==> src/rtl/evt_counter_pkg.sv <==
// Shared types and constants for the modulo event counter bank.
package evt_counter_pkg;

  typedef enum logic {
    WR_COUNT = 1'b0,
    WR_MOD   = 1'b1
  } wr_sel_t;

  localparam logic DIR_UP   = 1'b0;
  localparam logic DIR_DOWN = 1'b1;

  // Channel-select width; a single-channel bank still needs one select bit.
  function automatic int ch_w(input int n);
    return (n > 1) ? $clog2(n) : 1;
  endfunction

endpackage

==> src/rtl/evt_counter_bank_if.sv <==
// Event, control, write-bus and status signals of the event counter bank.
interface evt_counter_bank_if
  import evt_counter_pkg::*;
#(
  parameter int NUM_CH = 4,
  parameter int WIDTH  = 17
);
  localparam int CH_W = ch_w(NUM_CH);

  logic [NUM_CH-1:0]            evt_in;
  logic [NUM_CH-1:0]            en_in;
  logic [NUM_CH-1:0]            dir_in;
  logic                         wr_valid_in;
  logic [CH_W-1:0]              wr_ch_in;
  wr_sel_t                      wr_sel_in;
  logic [WIDTH-1:0]             wr_data_in;
  logic [NUM_CH-1:0][WIDTH-1:0] count_out;
  logic [NUM_CH-1:0][WIDTH-1:0] mod_out;
  logic [NUM_CH-1:0]            wrap_out;

  modport master (
    output evt_in, en_in, dir_in, wr_valid_in, wr_ch_in, wr_sel_in, wr_data_in,
    input  count_out, mod_out, wrap_out
  );

  modport slave (
    input  evt_in, en_in, dir_in, wr_valid_in, wr_ch_in, wr_sel_in, wr_data_in,
    output count_out, mod_out, wrap_out
  );

endinterface

==> src/rtl/evt_counter_bank_channel.sv <==
// One modulo event counter: count/modulus registers and the wrap decision.
module evt_counter_channel
  import evt_counter_pkg::*;
#(
  parameter int          WIDTH       = 17,
  parameter int unsigned DEFAULT_MOD = 115_200
) (
  input  logic             clk_i,
  input  logic             rst_i,
  input  logic             evt_i,
  input  logic             dir_i,
  input  logic             wr_count_i,
  input  logic             wr_mod_i,
  input  logic [WIDTH-1:0] wr_data_i,
  output logic [WIDTH-1:0] count_o,
  output logic [WIDTH-1:0] mod_o,
  output logic             wrap_next_o
);
  localparam logic [WIDTH-1:0] ONE = WIDTH'(1);

  logic [WIDTH-1:0] count_q, count_d;
  logic [WIDTH-1:0] mod_q, mod_d;
  logic             wrap_d;

  // A write to this channel swallows a coincident event, which also keeps
  // wrap_d low so nothing cascades out of a written channel.
  always_comb begin
    count_d = count_q;
    mod_d   = mod_q;
    wrap_d  = 1'b0;
    if (wr_count_i) begin
      count_d = wr_data_i;
    end else if (wr_mod_i) begin
      mod_d = wr_data_i;
    end else if (evt_i) begin
      unique case (dir_i)
        DIR_UP: begin
          if (mod_q == '0) begin
            count_d = count_q + ONE;
            wrap_d  = (count_q == '1);
          end else if (count_q >= mod_q - ONE) begin
            count_d = '0;
            wrap_d  = 1'b1;
          end else begin
            count_d = count_q + ONE;
          end
        end
        DIR_DOWN: begin
          if (count_q == '0) begin
            count_d = mod_q - ONE;
            wrap_d  = 1'b1;
          end else begin
            count_d = count_q - ONE;
          end
        end
        default: ;
      endcase
    end
  end

  always_ff @(posedge clk_i) begin
    if (rst_i) begin
      count_q <= '0;
      mod_q   <= WIDTH'(DEFAULT_MOD);
    end else begin
      count_q <= count_d;
      mod_q   <= mod_d;
    end
  end

  assign count_o     = count_q;
  assign mod_o       = mod_q;
  assign wrap_next_o = wrap_d;

endmodule

==> src/rtl/evt_counter_bank.sv <==
// Bank of NUM_CH modulo event counters with a shared write port.
// Define EVT_COUNTER_BANK_CASCADE_EN to chain each channel's wrap into the next.
module evt_counter_bank
  import evt_counter_pkg::*;
#(
  parameter int          NUM_CH      = 4,
  parameter int          WIDTH       = 17,
  parameter int unsigned DEFAULT_MOD = 115_200
) (
  input  logic         clk_in,
  input  logic         rst_in,
  evt_counter_bank_if.slave bus
);
  localparam int CH_W = ch_w(NUM_CH);

  logic [NUM_CH-1:0] qual;
  logic [NUM_CH-1:0] wr_count;
  logic [NUM_CH-1:0] wr_mod;
  logic [NUM_CH-1:0] wrap_d;
  logic [NUM_CH-1:0] wrap_q;

  for (genvar i = 0; i < NUM_CH; i++) begin : g_ch
    logic wr_hit;
    // Selects at or above NUM_CH never match any channel and are dropped.
    assign wr_hit      = bus.wr_valid_in && (bus.wr_ch_in == CH_W'(i));
    assign wr_count[i] = wr_hit && (bus.wr_sel_in == WR_COUNT);
    assign wr_mod[i]   = wr_hit && (bus.wr_sel_in == WR_MOD);

`ifdef EVT_COUNTER_BANK_CASCADE_EN
    if (i == 0) begin : g_head
      assign qual[i] = bus.evt_in[i] & bus.en_in[i];
    end else begin : g_link
      assign qual[i] = (bus.evt_in[i] | wrap_d[i-1]) & bus.en_in[i];
    end
`else
    assign qual[i] = bus.evt_in[i] & bus.en_in[i];
`endif

    evt_counter_channel #(
      .WIDTH       (WIDTH),
      .DEFAULT_MOD (DEFAULT_MOD)
    ) u_ch (
      .clk_i       (clk_in),
      .rst_i       (rst_in),
      .evt_i       (qual[i]),
      .dir_i       (bus.dir_in[i]),
      .wr_count_i  (wr_count[i]),
      .wr_mod_i    (wr_mod[i]),
      .wr_data_i   (bus.wr_data_in),
      .count_o     (bus.count_out[i]),
      .mod_o       (bus.mod_out[i]),
      .wrap_next_o (wrap_d[i])
    );
  end

  always_ff @(posedge clk_in) begin
    if (rst_in) wrap_q <= '0;
    else        wrap_q <= wrap_d;
  end

  assign bus.wrap_out = wrap_q;

endmodule

==> src/flat_wrapper.sv <==
// flat-port wrapper written by rule: the top's interface ports become plain ports
module evt_counter_bank_flat import evt_counter_pkg::*;
#(
  parameter int          NUM_CH      = 4,
  parameter int          WIDTH       = 17,
  parameter int unsigned DEFAULT_MOD = 115_200
)
  (clk_in, rst_in, bus_evt_in, bus_en_in, bus_dir_in, bus_wr_valid_in, bus_wr_ch_in, bus_wr_sel_in, bus_wr_data_in, bus_count_out, bus_mod_out, bus_wrap_out);
  evt_counter_bank_if #(.NUM_CH(NUM_CH), .WIDTH(WIDTH)) bus_i ();
  input  logic clk_in;
  input  logic rst_in;
  input wire logic [$bits(bus_i.evt_in)-1:0] bus_evt_in;
  input wire logic [$bits(bus_i.en_in)-1:0] bus_en_in;
  input wire logic [$bits(bus_i.dir_in)-1:0] bus_dir_in;
  input wire logic [$bits(bus_i.wr_valid_in)-1:0] bus_wr_valid_in;
  input wire logic [$bits(bus_i.wr_ch_in)-1:0] bus_wr_ch_in;
  input wire logic [$bits(bus_i.wr_sel_in)-1:0] bus_wr_sel_in;
  input wire logic [$bits(bus_i.wr_data_in)-1:0] bus_wr_data_in;
  output wire logic [$bits(bus_i.count_out)-1:0] bus_count_out;
  output wire logic [$bits(bus_i.mod_out)-1:0] bus_mod_out;
  output wire logic [$bits(bus_i.wrap_out)-1:0] bus_wrap_out;
  assign bus_i.evt_in = bus_evt_in;
  assign bus_i.en_in = bus_en_in;
  assign bus_i.dir_in = bus_dir_in;
  assign bus_i.wr_valid_in = bus_wr_valid_in;
  assign bus_i.wr_ch_in = bus_wr_ch_in;
  assign bus_i.wr_sel_in = bus_wr_sel_in;
  assign bus_i.wr_data_in = bus_wr_data_in;
  assign bus_count_out = bus_i.count_out;
  assign bus_mod_out = bus_i.mod_out;
  assign bus_wrap_out = bus_i.wrap_out;
  evt_counter_bank #(.NUM_CH(NUM_CH), .WIDTH(WIDTH), .DEFAULT_MOD(DEFAULT_MOD)) u_core (.clk_in(clk_in), .rst_in(rst_in), .bus(bus_i));
endmodule
==> config.mk <==
export PLATFORM = sky130hd
export DESIGN_NAME = evt_counter_bank_flat
export DESIGN_NICKNAME = d
export VERILOG_FILES = /design/src/rtl/evt_counter_pkg.sv /design/src/rtl/evt_counter_bank_if.sv /design/src/rtl/evt_counter_bank_channel.sv /design/src/rtl/evt_counter_bank.sv /design/src/flat_wrapper.sv
export SDC_FILE = /design/constraint.sdc
export NUM_CORES = 1
export LEC_CHECK = 0
export BUFFER_PORTS_ARGS = -buffer_cell sky130_fd_sc_hd__buf_2
export CORE_AREA = 2 2 152 154
export DETAILED_ROUTE_END_ITERATION = 7
export DIE_AREA = 0 0 154 156
export PLACE_DENSITY = 0.89
export SLEW_MARGIN = 20
export SYNTH_ARGS = -nofsm -noshare
export SYNTH_HDL_FRONTEND = slang
export SYNTH_SLANG_ARGS = --single-unit
export TNS_END_PERCENT = 1
==> constraint.sdc <==
create_clock -name clk_in -period 3 [get_ports clk_in]
set_input_delay 0.6 -clock clk_in [delete_from_list [all_inputs] [get_ports clk_in]]
set_output_delay 0.6 -clock clk_in [all_outputs]
set_load 0.02 [all_outputs]
==> results.yml <==
floorplanning:
  die_h_um: 156
  start_util_pct: 52.3
  coreArea_um2: 22400
  die_area_um2: 24000
  rows: 55
  die_x_um: 154
  ios: 175
detailed_routing:
  postRouteAntennaNets: 0
  routed.top_layer: "met5"
  wl_met1_um: 17000
  viasPerCell: 6.69
  totalWireLength_um: 47500
  first_iter_violations: 1955
  wl_met2_um: 21100
  num_vias: 14400
  drt_pre_antenna_iters: 6
  wl_per_cell_um: 22.1
  drc: 0
  wl_met3_um: 5650
critical_path:
  start_kind: "register"
  endpoint_kind: "register"
  r2r-start: "u_core.g_ch[0].u_ch.mod_o[3]$_SDFFE_PP0P_"
  crit_chain: "or3_4, or4_4, nor4_4, xnor2_2, ha_2, and4_1, a311oi_2, a31o_2, o21ai_4, buf_12, o221ai_2"
  r2r_slack_ns: -0.36
  crit_arrival_ns: 3.71
  reg2regPathDepth: 11
  cp_max_fo: 7
  worstSetupPathType: "reg2reg"
  cpMaxStageDelayCell: "or4_4"
  slowest_delay_ns: 0.47
  r2r_end: "u_core.g_ch[0].u_ch.count_o[11]$_SDFFE_PP0P_"
  required_ns: 3.35
global_routing:
  grt_start_max_net_pins: 62
  antenna_found_initial: 2
  first_global_vias: 13100
  grt.total_usage_pct: 35.5
  grt_pass1_wl_um: 68600
  globalRoute.totalOverflow: 0
timing:
  finClkSkew_ns: 0.0143
  finalWorstSetupSlack_ns: -0.363
  fmax_ghz: 0.297
  min_period_over_period_pct: 112
  finalMaxSlewViolations: 0
  worst_pin_slew_ns: 0.830
  slew_headroom_pct: 44.6
  layout_min_cycle_time_ns: 3.36
  finalSetupViolCount: 70
  final_hold_viol_count: 0
  rsz0062_at_grt: "true"
  fin_tns_setup_ns: -14.38
placement:
  gp_congestion: 0.992
  dpl.hpwl_um: 30100
  io_buffers: 174
  place_ws_ns: -0.318
  placed_cells: 2087
logic_synthesis:
  synth_seq_area_share_pct: 24.0
  async_reset_ff_share_pct: 0
  synth_most_common_cell: "nand2_1"
  synth_area_um2: 11700
  synth.avg_cell_area_um2: 7.38
  synth_common_cells: "304 x nand2_1, 140 x dfxtp_1, 125 x a21oi_1"
  syn_nets: 1703
  ys_ff_latch: 140
  synthCells: 1584
  synth_top_area_share_pct: 24.0
  yosys_warnings: 0
  synth_cell_types: 82
  synth.area.top_cells: "dfxtp_1 24%, nand2_1 9.8%, ha_1 9.0%"
  synth_top_area_cell: "dfxtp_1"
  synth_ff_type: "dfxtp_1"
  synth_edf_count: 0
power:
  pwr-share-seq_pct: 29.4
  p_sw_mw: 2.82
  fin_total_pwr_mw: 7.53
  comb_power_share_pct: 38.1
  switching_share_pct: 37.5
  p_leak_nw: 6.66
  ir_worst_vdd_mv: 0.397
  p_int_mw: 4.70
  power_frac_clock_pct: 32.5
  power_density_nw_per_um2: 490
clocking:
  insertion_delay_ns: 0.44
  clock_path_buffers: 2
  clk_pin_slew_worst_paths_ns: 0.06
  cts_tree: "built"
  cts_buffers: 17
  h-tree-depth: 4
  clk_root_buffer_cell: "clkbuf_16"
  clock_sinks: 140
cells_and_area:
  final_util_pct: 68.7
  nets: 1969
  instances_no_fill: 2150
  drive_gt1_share_pct: 29.7
  area_growth_pct: 31.4
hold_path:
  holdPathStages: 2
  min_to: "u_core.g_ch[2].u_ch.mod_o[0]$_SDFFE_PP0P_"
  hp-class: "reg2reg"
  min_from: "u_core.g_ch[2].u_ch.mod_o[0]$_SDFFE_PP0P_"
outcome:
  status: "complete, but fails checks"
  violations: "setup timing"
job:
  drv_cap: 0
==> routing by layer <==
metal / global-route usage (%) / vias to the layer above
met3: 7.94 / 333
met1: 43.8 / 6641
met2: 57.0 / 1184
met4: 20.9 / 2
met5: 0 / -
li1: - / 6217
==> logic make-up after synthesis <==
family	after synthesis	synth area share, %
mux	8	0.696
xor+xnor	154	11.5
compound gates	338	19.0
simple gates	719	30.5
buf+inv	141	5.29
fa+ha+maj	84	8.99
flops	140	24.0
==> flip-flops by register name, indices dropped and copies added, names as in the netlist <==
signal and count:
u_core.g_ch.u_ch.mod_o 68, u_core.bus.wrap_out 4, u_core.g_ch.u_ch.count_o 68
==> layout by cell type, fill, tap and decap left out, types with 8 or more instances in the layout <==
cell       Yosys  final
a21oi_2        0      8
dfxtp_2        0      8
a221oi_1      12      8
nor2_2         3     11
a211oi_2       0      9
nor3_1        44     36
nand4_1       16     16
nand3b_1      22     22
or4_1         15     10
nand2_1      304    301
nor4_1        27     18
a31oi_1       17     17
xnor2_1       87     81
inv_1         26     22
dfxtp_1      140    132
ha_1          84     77
nor4_2         4      8
or4_4          3      8
clkbuf_16      0     18
buf_2         14    173
a22oi_1       16     16
nand3_1       68     68
xor2_1        67     60
a211oi_1      23     13
buf_6          5      8
and2_1         9      8
and3_1        37     37
o21ai_0       37     25
buf_4          7    176
nor2_1       104     93
o211ai_1      16     16
a21oi_1      125    117
nor2b_1        9      9
o21ai_1        3      9
or3_1         13     10
==> power groups by stage <==
stage                     registers (mW)  logic, mW  clock network, mW
after floorplan                     2.27       1.69                  0
after global placement              2.22       2.40                  0
after detailed placement            2.23       2.49                  0
after CTS                           2.19       2.57               2.43
after global routing                2.23       3.04               2.50
final                               2.21       2.87               2.45
==> critical path, delay by kind of cell, from the launching register on <==
kind                       cells  cell delay, ns
AOI/OAI and AO/OA              4            0.94
DFF                            1            0.32
and+or+nand+nor                4            1.30
xor gates and xnor gates       1            0.19
adders and majority gates      1            0.34
buffers and inverters          1            0.19
==> cell type report <==
cell class,count,area (um^2)
Clock inverter,9,183
Timing Repair Buffer,360,2340
Tap cell,285,357
Fill cell,1627,7000
Sequential cell,140,2810
Antenna cell,2,5.00
Inverter,26,97.6
Multi-Input combinational cell,1305,9090
Clock buffer,23,478
==> worst max path at each step <==
| stage | from | end | slack (ns) | cells after the start |
|---|---|---|---|---|
| 2_1_floorplan | u_core.g_ch[3].u_ch.mod_o[9]$_SDFFE_PP1P_ | u_core.g_ch[3].u_ch.count_o[13]$_SDFFE_PP0P_ | -0.09 | 14 |
| 3_3_place_gp | u_core.g_ch[3].u_ch.mod_o[2]$_SDFFE_PP0P_ | u_core.g_ch[3].u_ch.count_o[10]$_SDFFE_PP0P_ | -0.17 | 13 |
| 3_5_place_dp | u_core.g_ch[3].u_ch.mod_o[3]$_SDFFE_PP0P_ | u_core.g_ch[3].u_ch.count_o[15]$_SDFFE_PP0P_ | -0.32 | 13 |
| 4_1_cts | u_core.g_ch[3].u_ch.mod_o[9]$_SDFFE_PP1P_ | u_core.g_ch[3].u_ch.count_o[16]$_SDFFE_PP0P_ | -0.17 | 14 |
| 5_1_grt | u_core.g_ch[1].u_ch.mod_o[2]$_SDFFE_PP0P_ | u_core.g_ch[1].u_ch.count_o[6]$_SDFFE_PP0P_ | -0.53 | 15 |
| 6_report | u_core.g_ch[0].u_ch.mod_o[3]$_SDFFE_PP0P_ | u_core.g_ch[0].u_ch.count_o[11]$_SDFFE_PP0P_ | -0.36 | 11 |
==> through the flow <==
step                      hold WS (ns)  cell area [um^2]
after floorplan                  0.507             11700
after global placement           0.459             13700
after detailed placement         0.476             13700
after CTS                        0.484             14600
after global routing             0.505             15400
final                            0.490             15400
==> timing repair <==
| item | CTS | global route |
|---|---|---|
| hold buffers | 0 | 0 |
| setup buffers | 9 | 20 |
| gates cloned | 2 | 1 |
| pin swaps | 22 | 80 |
| gates resized for setup | 42 | 126 |
| setup endpoints to repair | 72 | 72 |
No activity file was read; power rests on OpenSTA's default activity.
